## config.mk

```make
export PLATFORM = sky130hd
export DESIGN_NAME = sram_rd_arbiter
export DESIGN_NICKNAME = d
export VERILOG_FILES = /design/src/rtl/sram_rd_arbiter.sv
export SDC_FILE = /design/constraint.sdc
export NUM_CORES = 1
export LEC_CHECK = 0
export CAP_MARGIN = 20
export CORE_MARGIN = 2
export CORE_UTILIZATION = 26
export CTS_CLUSTER_SIZE = 40
export DETAILED_ROUTE_END_ITERATION = 10
export PLACE_DENSITY = 0.77
export SLEW_MARGIN = 20
export SYNTH_ARGS = -nofsm -noshare
export SYNTH_HDL_FRONTEND = slang
export SYNTH_SLANG_ARGS = --single-unit
export TNS_END_PERCENT = 10
```

## constraint.sdc

```tcl
create_clock -name Clk -period 2.1 [get_ports Clk]
set_clock_uncertainty 0.15 [all_clocks]
set_input_delay 0.315 -clock Clk [delete_from_list [all_inputs] [get_ports Clk]]
set_output_delay 0.315 -clock Clk [all_outputs]
set_load 0.1 [all_outputs]
```

## src/rtl/sram_rd_arbiter.sv

```systemverilog
// -----------------------------------------------------------------------------
// sram_rd_arbiter
//
// Shares one SRAM read port between NUM_REQ requesters using round-robin
// arbitration. Every read issued to the SRAM is tagged with the one-hot ID of
// its requester. The tag travels through an RD_LATENCY-deep pipeline, so the
// returning data is steered back to the requester that issued the read.
//
// Optional feature (macro SRAM_RD_ARB_LOCK_EN):
//   When the macro is defined, a requester can hold the grant for consecutive
//   beats with ReqLock. A lock lasts at most MAX_LOCK beats. When the macro is
//   undefined, ReqLock is ignored and the block is pure round-robin.
//
// Ports:
//   Clk         in   rising-edge clock
//   Rst         in   synchronous active-high reset
//   ReqValid    in   [NUM_REQ]             per-requester read request
//   ReqAddr     in   [NUM_REQ*ADDR_WIDTH]  packed addresses, requester i at
//                                          [i*ADDR_WIDTH +: ADDR_WIDTH]
//   ReqLock     in   [NUM_REQ]             keep the grant for the next beat
//   ReqReady    out  [NUM_REQ]             one-hot grant (combinational)
//   RspValid    out  [NUM_REQ]             one-hot response valid
//   RspData     out  [DATA_WIDTH]          read data, broadcast to everyone
//   SramRdAddr  out  [ADDR_WIDTH]          SRAM read address (0 when idle)
//   SramRdEn    out                        SRAM read enable
//   SramRdData  in   [DATA_WIDTH]          SRAM read data
// -----------------------------------------------------------------------------
module sram_rd_arbiter #(
   parameter int NUM_REQ    = 4,
   parameter int ADDR_WIDTH = 10,
   parameter int DATA_WIDTH = 8,
   parameter int RD_LATENCY = 1,
   parameter int MAX_LOCK   = 16
) (
   input  logic                          Clk,
   input  logic                          Rst,
   input  logic [NUM_REQ-1:0]            ReqValid,
   input  logic [NUM_REQ*ADDR_WIDTH-1:0] ReqAddr,
   input  logic [NUM_REQ-1:0]            ReqLock,
   output logic [NUM_REQ-1:0]            ReqReady,
   output logic [NUM_REQ-1:0]            RspValid,
   output logic [DATA_WIDTH-1:0]         RspData,
   output logic [ADDR_WIDTH-1:0]         SramRdAddr,
   output logic                          SramRdEn,
   input  logic [DATA_WIDTH-1:0]         SramRdData
);

   localparam int PTR_W = $clog2(NUM_REQ);

   // Next requester index after idx, wrapping at NUM_REQ.
   function automatic logic [PTR_W-1:0] wrap_inc(input logic [PTR_W-1:0] idx);
      logic [PTR_W-1:0] nxt;
      if (int'(idx) == NUM_REQ - 1) nxt = '0;
      else                          nxt = idx + PTR_W'(1);
      return nxt;
   endfunction

   logic [PTR_W-1:0]   ptr_q, ptr_d;
   logic               win_found;
   logic [PTR_W-1:0]   win_idx;
   logic               gnt_valid;
   logic [PTR_W-1:0]   gnt_idx;
   // Each stage is a one-hot ID; a stage is valid when any bit is set.
   logic [NUM_REQ-1:0] tag_q [RD_LATENCY];
   logic [NUM_REQ-1:0] tag_d [RD_LATENCY];

`ifdef SRAM_RD_ARB_LOCK_EN
   localparam int CNT_W = $clog2(MAX_LOCK);

   typedef enum logic {
      ARB,
      LOCKED
   } state_t;

   state_t           state_q, state_d;
   logic [PTR_W-1:0] owner_q, owner_d;
   logic [CNT_W-1:0] lock_cnt_q, lock_cnt_d;
`else
   // Lock feature absent: ReqLock and MAX_LOCK are intentionally unused.
   localparam int unused_max_lock = MAX_LOCK;
   logic unused_lock;
   assign unused_lock = ^ReqLock;
`endif

   // --------------------------------------------------------------------------
   // Round-robin search: first valid request at or after ptr_q, wrapping.
   // --------------------------------------------------------------------------
   always_comb begin
      logic [PTR_W-1:0] cand;
      // NOTE: every variable gets a default at the top of an always_comb so no
      // path leaves it unassigned, which would otherwise infer a latch.
      win_found = 1'b0;
      win_idx   = '0;
      cand      = '0;
      for (int k = 0; k < NUM_REQ; k++) begin
         cand = PTR_W'((int'(ptr_q) + k) % NUM_REQ);
         if (!win_found && ReqValid[cand]) begin
            win_found = 1'b1;
            win_idx   = cand;
         end
      end
   end

   // --------------------------------------------------------------------------
   // Grant selection. While locked only the owner may be granted; the grant is
   // suppressed entirely while reset is high.
   // --------------------------------------------------------------------------
   always_comb begin
      gnt_valid = win_found;
      gnt_idx   = win_idx;
`ifdef SRAM_RD_ARB_LOCK_EN
      if (state_q == LOCKED) begin
         gnt_valid = ReqValid[owner_q];
         gnt_idx   = owner_q;
      end
`endif
      if (Rst) gnt_valid = 1'b0;
   end

   // One-hot grant and SRAM address mux; address is 0 when idle.
   always_comb begin
      ReqReady   = '0;
      SramRdAddr = '0;
      for (int i = 0; i < NUM_REQ; i++) begin
         if (gnt_valid && (gnt_idx == PTR_W'(i))) begin
            ReqReady[i] = 1'b1;
            SramRdAddr  = ReqAddr[i*ADDR_WIDTH +: ADDR_WIDTH];
         end
      end
   end

   assign SramRdEn = gnt_valid;

   // --------------------------------------------------------------------------
   // Pointer and lock state next-state logic.
   // --------------------------------------------------------------------------
`ifdef SRAM_RD_ARB_LOCK_EN
   always_comb begin
      ptr_d      = ptr_q;
      state_d    = state_q;
      owner_d    = owner_q;
      lock_cnt_d = lock_cnt_q;
      case (state_q)
         ARB: begin
            if (gnt_valid) begin
               ptr_d = wrap_inc(gnt_idx);
               if (ReqLock[gnt_idx]) begin
                  state_d    = LOCKED;
                  owner_d    = gnt_idx;
                  lock_cnt_d = CNT_W'(1);
               end
            end
         end
         LOCKED: begin
            // Any owner transfer or release points past the owner so waiting
            // requesters are searched first once the lock ends.
            ptr_d = wrap_inc(owner_q);
            if (gnt_valid) begin
               if (!ReqLock[owner_q] || (lock_cnt_q == CNT_W'(MAX_LOCK - 1))) begin
                  state_d    = ARB;
                  lock_cnt_d = '0;
               end else begin
                  lock_cnt_d = lock_cnt_q + CNT_W'(1);
               end
            end else begin
               // Owner dropped its request: release without a transfer.
               state_d    = ARB;
               lock_cnt_d = '0;
            end
         end
         default: begin
            state_d    = ARB;
            lock_cnt_d = '0;
         end
      endcase
   end
`else
   always_comb begin
      ptr_d = ptr_q;
      if (gnt_valid) ptr_d = wrap_inc(gnt_idx);
   end
`endif

   // --------------------------------------------------------------------------
   // Tag pipeline: stage 0 captures the grant, later stages shift.
   // --------------------------------------------------------------------------
   always_comb begin
      tag_d[0] = ReqReady;
      for (int s = 1; s < RD_LATENCY; s++) begin
         tag_d[s] = tag_q[s-1];
      end
   end

   assign RspValid = tag_q[RD_LATENCY-1];
   assign RspData  = SramRdData;

   // --------------------------------------------------------------------------
   // State registers.
   // --------------------------------------------------------------------------
   // NOTE: sequential state uses non-blocking assignments so every flop samples
   // the pre-edge values, independent of statement order.
   always_ff @(posedge Clk) begin
      if (Rst) begin
         ptr_q <= '0;
         // NOTE: the tag stages are cleared on reset, unlike a data RAM, because
         // a stale tag would raise RspValid for a read nobody is waiting for.
         for (int s = 0; s < RD_LATENCY; s++) begin
            tag_q[s] <= '0;
         end
`ifdef SRAM_RD_ARB_LOCK_EN
         state_q    <= ARB;
         owner_q    <= '0;
         lock_cnt_q <= '0;
`endif
      end else begin
         ptr_q <= ptr_d;
         for (int s = 0; s < RD_LATENCY; s++) begin
            tag_q[s] <= tag_d[s];
         end
`ifdef SRAM_RD_ARB_LOCK_EN
         state_q    <= state_d;
         owner_q    <= owner_d;
         lock_cnt_q <= lock_cnt_d;
`endif
      end
   end

endmodule
```

==> results of run 1 <==
-- layer usage --
metal	up-vias	part of all wire, %	routed length (um)
met2	57	50	1810
li1	547	-	-
met4	0	1.4	50
met5	-	0	0
met3	6	8.9	323
met1	532	40	1460
-- power groups by stage --
| stage | Sequential [mW] | Combinational (mW) | Clock (mW) |
|---|---|---|---|
| 5_1_grt | 0.146 | 1.33 | 0.124 |
| 4_1_cts | 0.142 | 1.22 | 0.117 |
| 3_5_place_dp | 0.144 | 1.13 | 0 |
| 6_report | 0.145 | 1.28 | 0.113 |
| 2_1_floorplan | 0.194 | 0.765 | 0 |
| 3_3_place_gp | 0.143 | 1.12 | 0 |
-- cells in the final DEF (no fill, tap or decap), types with 2 or more instances in the layout --
master,n
a21oi_1,12
a21oi_2,2
a21oi_4,10
a221o_1,10
and2_1,6
and2_4,2
buf_12,18
buf_4,19
buf_6,4
clkbuf_4,3
clkdlybuf4s50_1,42
dfxtp_1,5
dlygate4sd2_1,2
ha_4,3
inv_1,11
nand2_1,11
nand3b_1,10
-- worst reg2reg max path, stage by stage, from the launching register on --
cell and delay (ns):
dfxtp_4 0.38, mux2i_4 0.25, nor2_2 0.07, or3_4 0.35, buf_4 0.15, ha_4 0.18
buf_6 0.13, buf_4 0.13, and2_1 0.13
-- sequential cells by signal (all words and copies together) (netlist names) --
| register | count |
|---|---|
| tag_q | 4 |
| ptr_q | 2 |
-- kinds of logic (layout without fill, tap and decap cells) --
group / after synthesis / in the layout
buf+inv: 29 / 102
simple gates: 36 / 36
flops: 6 / 6
mux: 2 / 2
fa+ha+maj: 4 / 4
compound gates: 38 / 38
-- synthesized netlist by cell type, drive strengths merged --
cell    instances
a21oi          24
a221o          10
and2            8
buf            14
clkbuf          3
dfxtp           6
ha              4
inv            12
mux2i           2
nand2          11
nand3b         10
nor2            2
nor3            1
nor3b           1
nor4            1
o21a            1
o22a            1
o22ai           1
o31a            1
or2             1
or3             1
-- worst min-delay path by stage --
stage	from	depth (start not counted)	to
5_1_grt	ptr_q[1]	2	ptr_q[1]
3_3_place_gp	ptr_q[1]	2	ptr_q[1]
6_report	ptr_q[1]	2	ptr_q[1]
4_1_cts	ptr_q[1]	2	ptr_q[1]
2_1_floorplan	Rst	1	ptr_q[1]
3_5_place_dp	ptr_q[1]	2	ptr_q[1]
-- stage by stage --
stage               total power, mW  util (%)  setup WS, ns  hold slack, ns  setup TNS (ns)
finish                         1.53      66.9        -0.771           0.463           -9.15
global route                   1.60      66.9        -0.871           0.473          -10.39
CTS                            1.48      65.0        -0.731           0.405           -8.68
detailed placement             1.27      59.7         -1.02           0.419          -12.91
global placement               1.26      59.7        -0.923           0.418          -11.51
floorplan                     0.958         -        -0.662           0.230           -7.80
-- what timing repair did --
item                       4_1_cts  5_1_grt
setup buffers                    8        0
pin swaps                       12        9
setup endpoints to repair       15       16
gates resized for setup         23        6
gates cloned                     0        1
-- cell type report --
| class | count | area share, % |
|---|---|---|
| sequential | 6 | 6.11 |
| inverter | 12 | 2.35 |
| multi-input combinational | 80 | 37.3 |
| clock buffer | 3 | 1.11 |
| tap | 44 | 2.72 |
| timing repair buffer | 87 | 50.4 |
==> flow_summary.json, run 1 <==
{
  "dieHeight_um": 60.3,
  "p_int_mw": 0.751,
  "criticalPathCategory": "register to output port",
  "portBuffers": 64,
  "end_kind": "output port",
  "clock-sinks": 6,
  "rsz0062_at_grt": "yes",
  "antenna_cells": 0,
  "seqPwrFrac_pct": 9.4,
  "met2_usage_pct": 34.6,
  "setup_viol_count_final": 15,
  "dp_hpwl_um": 2370,
  "crit_buf_inv": 4,
  "yosysUniqueCellTypes": 24,
  "grt_busiest_layer": "met2",
  "slowest_delay_ns": 0.36,
  "cts_tree": "done",
  "leakage_nw": 0.789,
  "crit_chain": "buf_4 > nor3b_4 > or3_4 > buf_4 > ha_4 > buf_6 > nand3b_1 > a221o_1 > a21oi_4 > buf_12",
  "io_pins": 85,
  "syn_to_final_growth_pct": 146,
  "crit_path_end": "SramRdAddr[7]",
  "wl_um": 3640,
  "gr-total-overflow": 0,
  "maxSlewHeadroom_pct": 81.1,
  "synth_top_area_share_pct": 14.6,
  "ys_ff_latch": 6,
  "die_w_um": 60.3,
  "vdd_drop_max_mv": 0.342,
  "viasPerCell": 4.92,
  "reg2reg_depth": 8,
  "cts_root_buf": "clkbuf_4",
  "period_share_pct": 137,
  "synthAdderAreaFrac_pct": 6.07,
  "drtAntennaViolNets": 0,
  "violations": "setup timing",
  "hold_buffers": 0,
  "grt_pass1_vias": 1141,
  "clockPowerShare_pct": 7.4,
  "std_cell_rows": 20,
  "rrSetupSlack_ns": 0.07,
  "yosys-top-cells-area": "a21oi_1 15%, dfxtp_1 15%, a221o_1 12%, buf_4 9.1%, nand3b_1 9.1%",
  "yosys.area_share.simple_pct": 27.0,
  "drc": 0,
  "h-tree-depth": 1,
  "design_area_um2": 2030,
  "netlist_area_um2": 825,
  "cts_max_path_buffers": 2,
  "fillers": 231,
  "placed_cells": 220,
  "synth_top_cell_by_area": "a21oi_1",
  "syn_inst": 115,
  "grtUsageMet1_pct": 21.5,
  "syn_nets": 177,
  "drive_above_1_share_pct": 38.3,
  "grt_usage_pct": 19.3,
  "startpoint": "ptr_q[1]",
  "initial_core_util_pct": 27.2,
  "drtIter0Drc": 45,
  "p_sw_mw": 0.784,
  "grt_pass1_wl_um": 5200,
  "path_delay_family": "buffers and inverters",
  "yosys_warnings": 0,
  "die_area_um2": 3640,
  "vias": 1142,
  "hp-class": "register to register",
  "yosysSeqAreaShare_pct": 14.6,
  "antenna_found_initial": 0,
  "cp.depth": 10,
  "synth_top_family_by_area": "compound AO/OA/AOI/OAI gates",
  "worstPathArrival_ns": 2.41,
  "cp_common_cell": "buf_4",
  "grt_max_degree": 23,
  "cp_data_required_time_ns": 1.63,
  "synthMuxAreaShare_pct": 2.43,
  "setup_slack_ns": -0.771,
  "cp_slowest_cell": "dfxtp_4",
  "slew_violations": 0,
  "gp_congestion": 0.886,
  "worst_pin_slew_ns": 0.286,
  "post_dp_cell_area_um2": 1810,
  "multiInputGateArea_um2": 756,
  "synth-compound-area-share_pct": 30.5,
  "firstDrtPassIters": 4,
  "p_comb_share_pct": 83.2,
  "power.density_nw_per_um2": 758,
  "finalHoldViolCount": 0,
  "syn_avg_cell_area_um2": 7.17,
  "period_minus_slack_ns": 2.87,
  "crit_fanout": 7,
  "path_clk_slew_ns": 0.04,
  "layout.cells.non_filler": 232,
  "startpoint_type": "register",
  "wl_per_cell_um": 15.7,
  "layout.nets": 252,
  "synth_xor_area_share_pct": 0,
  "netSwitchingFraction_pct": 51.1,
  "cts_buffers": 3,
  "insertion_delay_ns": 0.25,
  "core_region_area_um2": 3030,
  "r2r-end": "tag_q[0][0]",
  "cap_violations": 0,
  "fmaxAchievable_mhz": 348,
  "r2r_start": "ptr_q[1]",
  "register_area_um2": 124,
  "use_met3_pct": 3.25,
  "status": "complete, but fails checks"
}
No activity file was read; power rests on OpenSTA's default activity.
==> run 2: changes to the inputs <==
--- a/config.mk
+++ b/config.mk
@@ -7,10 +7,11 @@
 export LEC_CHECK = 0
 export CAP_MARGIN = 20
 export CORE_MARGIN = 2
-export CORE_UTILIZATION = 26
+export CORE_UTILIZATION = 50
 export CTS_CLUSTER_SIZE = 40
 export DETAILED_ROUTE_END_ITERATION = 10
-export PLACE_DENSITY = 0.77
+export DONT_BUFFER_PORTS = 1
+export PLACE_DENSITY = 0.68
 export SLEW_MARGIN = 20
 export SYNTH_ARGS = -nofsm -noshare
 export SYNTH_HDL_FRONTEND = slang
==> flow_summary.json, run 2 (synthesis gave the netlist of run 1 again) <==
{
  "largest_register_ffs": 4,
  "design_area_um2": 1390,
  "path_delay_family": "compound AO/OA/AOI/OAI gates",
  "std_cell_rows": 14,
  "worst_hold_slack_ns": 0.108,
  "crit_chain": "mux2i_1 > nor2_1 > nor3_2 > ha_2 > buf_4 > a21oi_1 > a221o_1 > a21oi_4 > buf_12",
  "mostFrequentLayoutCells": "16 x buf_12, 12 x buf_4, 11 x nand2_1, 11 x inv_1, 11 x a21oi_1",
  "finalHoldViolCount": 0,
  "initial_core_util_pct": 54.1,
  "drtIter0Drc": 38,
  "period_share_pct": 137,
  "leakage_nw": 0.530,
  "crit_buf_inv": 2,
  "viasPerCell": 6.91,
  "antenna_cells": 0,
  "end_kind": "output port",
  "worstPathArrival_ns": 2.40,
  "layout.cells.non_filler": 148,
  "slew_violations": 0,
  "period_minus_slack_ns": 2.87,
  "fillers": 60,
  "reg_top3": "tag_q (4), ptr_q (2)",
  "dieHeight_um": 44.6,
  "path_clk_slew_ns": 0.06,
  "wl_per_cell_um": 22.6,
  "fin_util_pct": 91.1,
  "register_area_um2": 124,
  "drtAntennaViolNets": 0,
  "portBuffers": 0,
  "die_area_um2": 1990,
  "grt_pass1_wl_um": 4990,
  "hp-class": "input port to register",
  "slowest_delay_ns": 0.38,
  "firstDrtPassIters": 5,
  "grt_max_degree": 13,
  "grt_pass1_vias": 1015,
  "power.density_nw_per_um2": 992,
  "clock-sinks": 6,
  "setup_slack_ns": -0.767,
  "cts_buffers": 3,
  "criticalPathCategory": "register to output port",
  "cp_slowest_cell": "dfxtp_4",
  "post_dp_cell_area_um2": 1230,
  "io_pins": 85,
  "wl_um": 3340,
  "largest-register": "tag_q",
  "placed_cells": 140,
  "setup_tns_ns": -8.71,
  "place_ws_ns": -0.527,
  "insertion_delay_ns": 0.26,
  "vias": 1022,
  "layout_commonest_cell": "buf_12",
  "core_region_area_um2": 1520,
  "crit_fanout": 10,
  "startpoint_type": "register",
  "gp_congestion": 0.693,
  "cap_violations": 0,
  "antenna_found_initial": 0,
  "syn_to_final_growth_pct": 68.4,
  "cts_tree": "done",
  "dp_hpwl_um": 2100,
  "multiInputGateArea_um2": 732,
  "cp_data_required_time_ns": 1.63,
  "h-tree-depth": 1,
  "rsz0062_at_grt": "yes",
  "setup_viol_count_final": 14,
  "gr-total-overflow": 0,
  "violations": "setup timing",
  "grt_usage_pct": 35.1,
  "fmaxAchievable_mhz": 349,
  "cts_root_buf": "clkbuf_4",
  "drive_above_1_share_pct": 45.5,
  "vdd_drop_max_mv": 0.709,
  "status": "complete, but fails checks",
  "power.total_mw": 1.38,
  "drc": 0,
  "maxSlewHeadroom_pct": 78.2,
  "die_w_um": 44.6,
  "cts_max_path_buffers": 2,
  "worst_pin_slew_ns": 0.324,
  "layout.nets": 196
}
-- run 2: cell types whose count changed in the layout (fill, tap and decap cells not counted), moves of 2 or more --
cell	change
clkdlybuf4s50_1	-42
buf_4	-7
buf_12	-2
buf_6	-2
dlygate4sd2_1	-2
ha_2	+2
-- run 2: routing by layer --
layer | vias up | track usage (%) | share of wire [%]
met2 | 92 | 59.7 | 51
li1 | 434 | - | -
met4 | 0 | 24.8 | 4.4
met3 | 26 | 9.80 | 11
met1 | 470 | 36.5 | 33
met5 | - | 0 | 0
-- run 2: worst reg2reg max path, cell delays in order (launching register included) --
cell	delay [ns]
dfxtp_4	0.38
mux2i_1	0.20
nor2_1	0.10
or3_4	0.38
ha_4	0.21
buf_6	0.15
and2_1	0.13
-- run 2: final timing paths --
kind                 start            end  slack, ns  cells past startpoint
setup / recovery  ptr_q[1]  SramRdAddr[9]      -0.77                      9
hold / removal         Rst       ptr_q[0]       0.11                      2
setup reg to reg  ptr_q[1]    tag_q[0][2]       0.29                      6
hold reg to reg   ptr_q[0]       ptr_q[0]       0.58                      3
-- run 2: what timing repair did --
item / CTS / global route
gates resized for setup: 14 / 4
endpoints found under the setup margin: 14 / 14
pin swaps: 6 / 7
setup buffers: 4 / 0
hold endpoints to repair: 1 / 0
hold buffers: 1 / 0
-- run 2: power breakdown --
| part | total [mW] | internal, mW | switching [mW] |
|---|---|---|---|
| Sequential | 0.142 | 0.131 | 0.0119 |
| Combinational | 1.11 | 0.423 | 0.692 |
| Clock | 0.120 | 0.0656 | 0.0549 |
| Total | 1.38 | 0.619 | 0.759 |
-- run 2: area by class of cell --
class / count / share of cell area (%)
well taps: 16 / 1.44
clock buffers: 3 / 1.62
flip-flops and latches: 6 / 8.92
repair buffers: 31 / 31.9
multi-input cells: 80 / 52.7
inverters: 12 / 3.42
==> run 3: changes to the inputs <==
--- a/config.mk
+++ b/config.mk
@@ -12,6 +12,7 @@
 export DETAILED_ROUTE_END_ITERATION = 10
 export DONT_BUFFER_PORTS = 1
 export PLACE_DENSITY = 0.68
+export SETUP_SLACK_MARGIN = 0.3
 export SLEW_MARGIN = 20
 export SYNTH_ARGS = -nofsm -noshare
 export SYNTH_HDL_FRONTEND = slang
==> results of run 3 <==
Same layout as run 2: the final DEF is identical, and so are final timing and power.
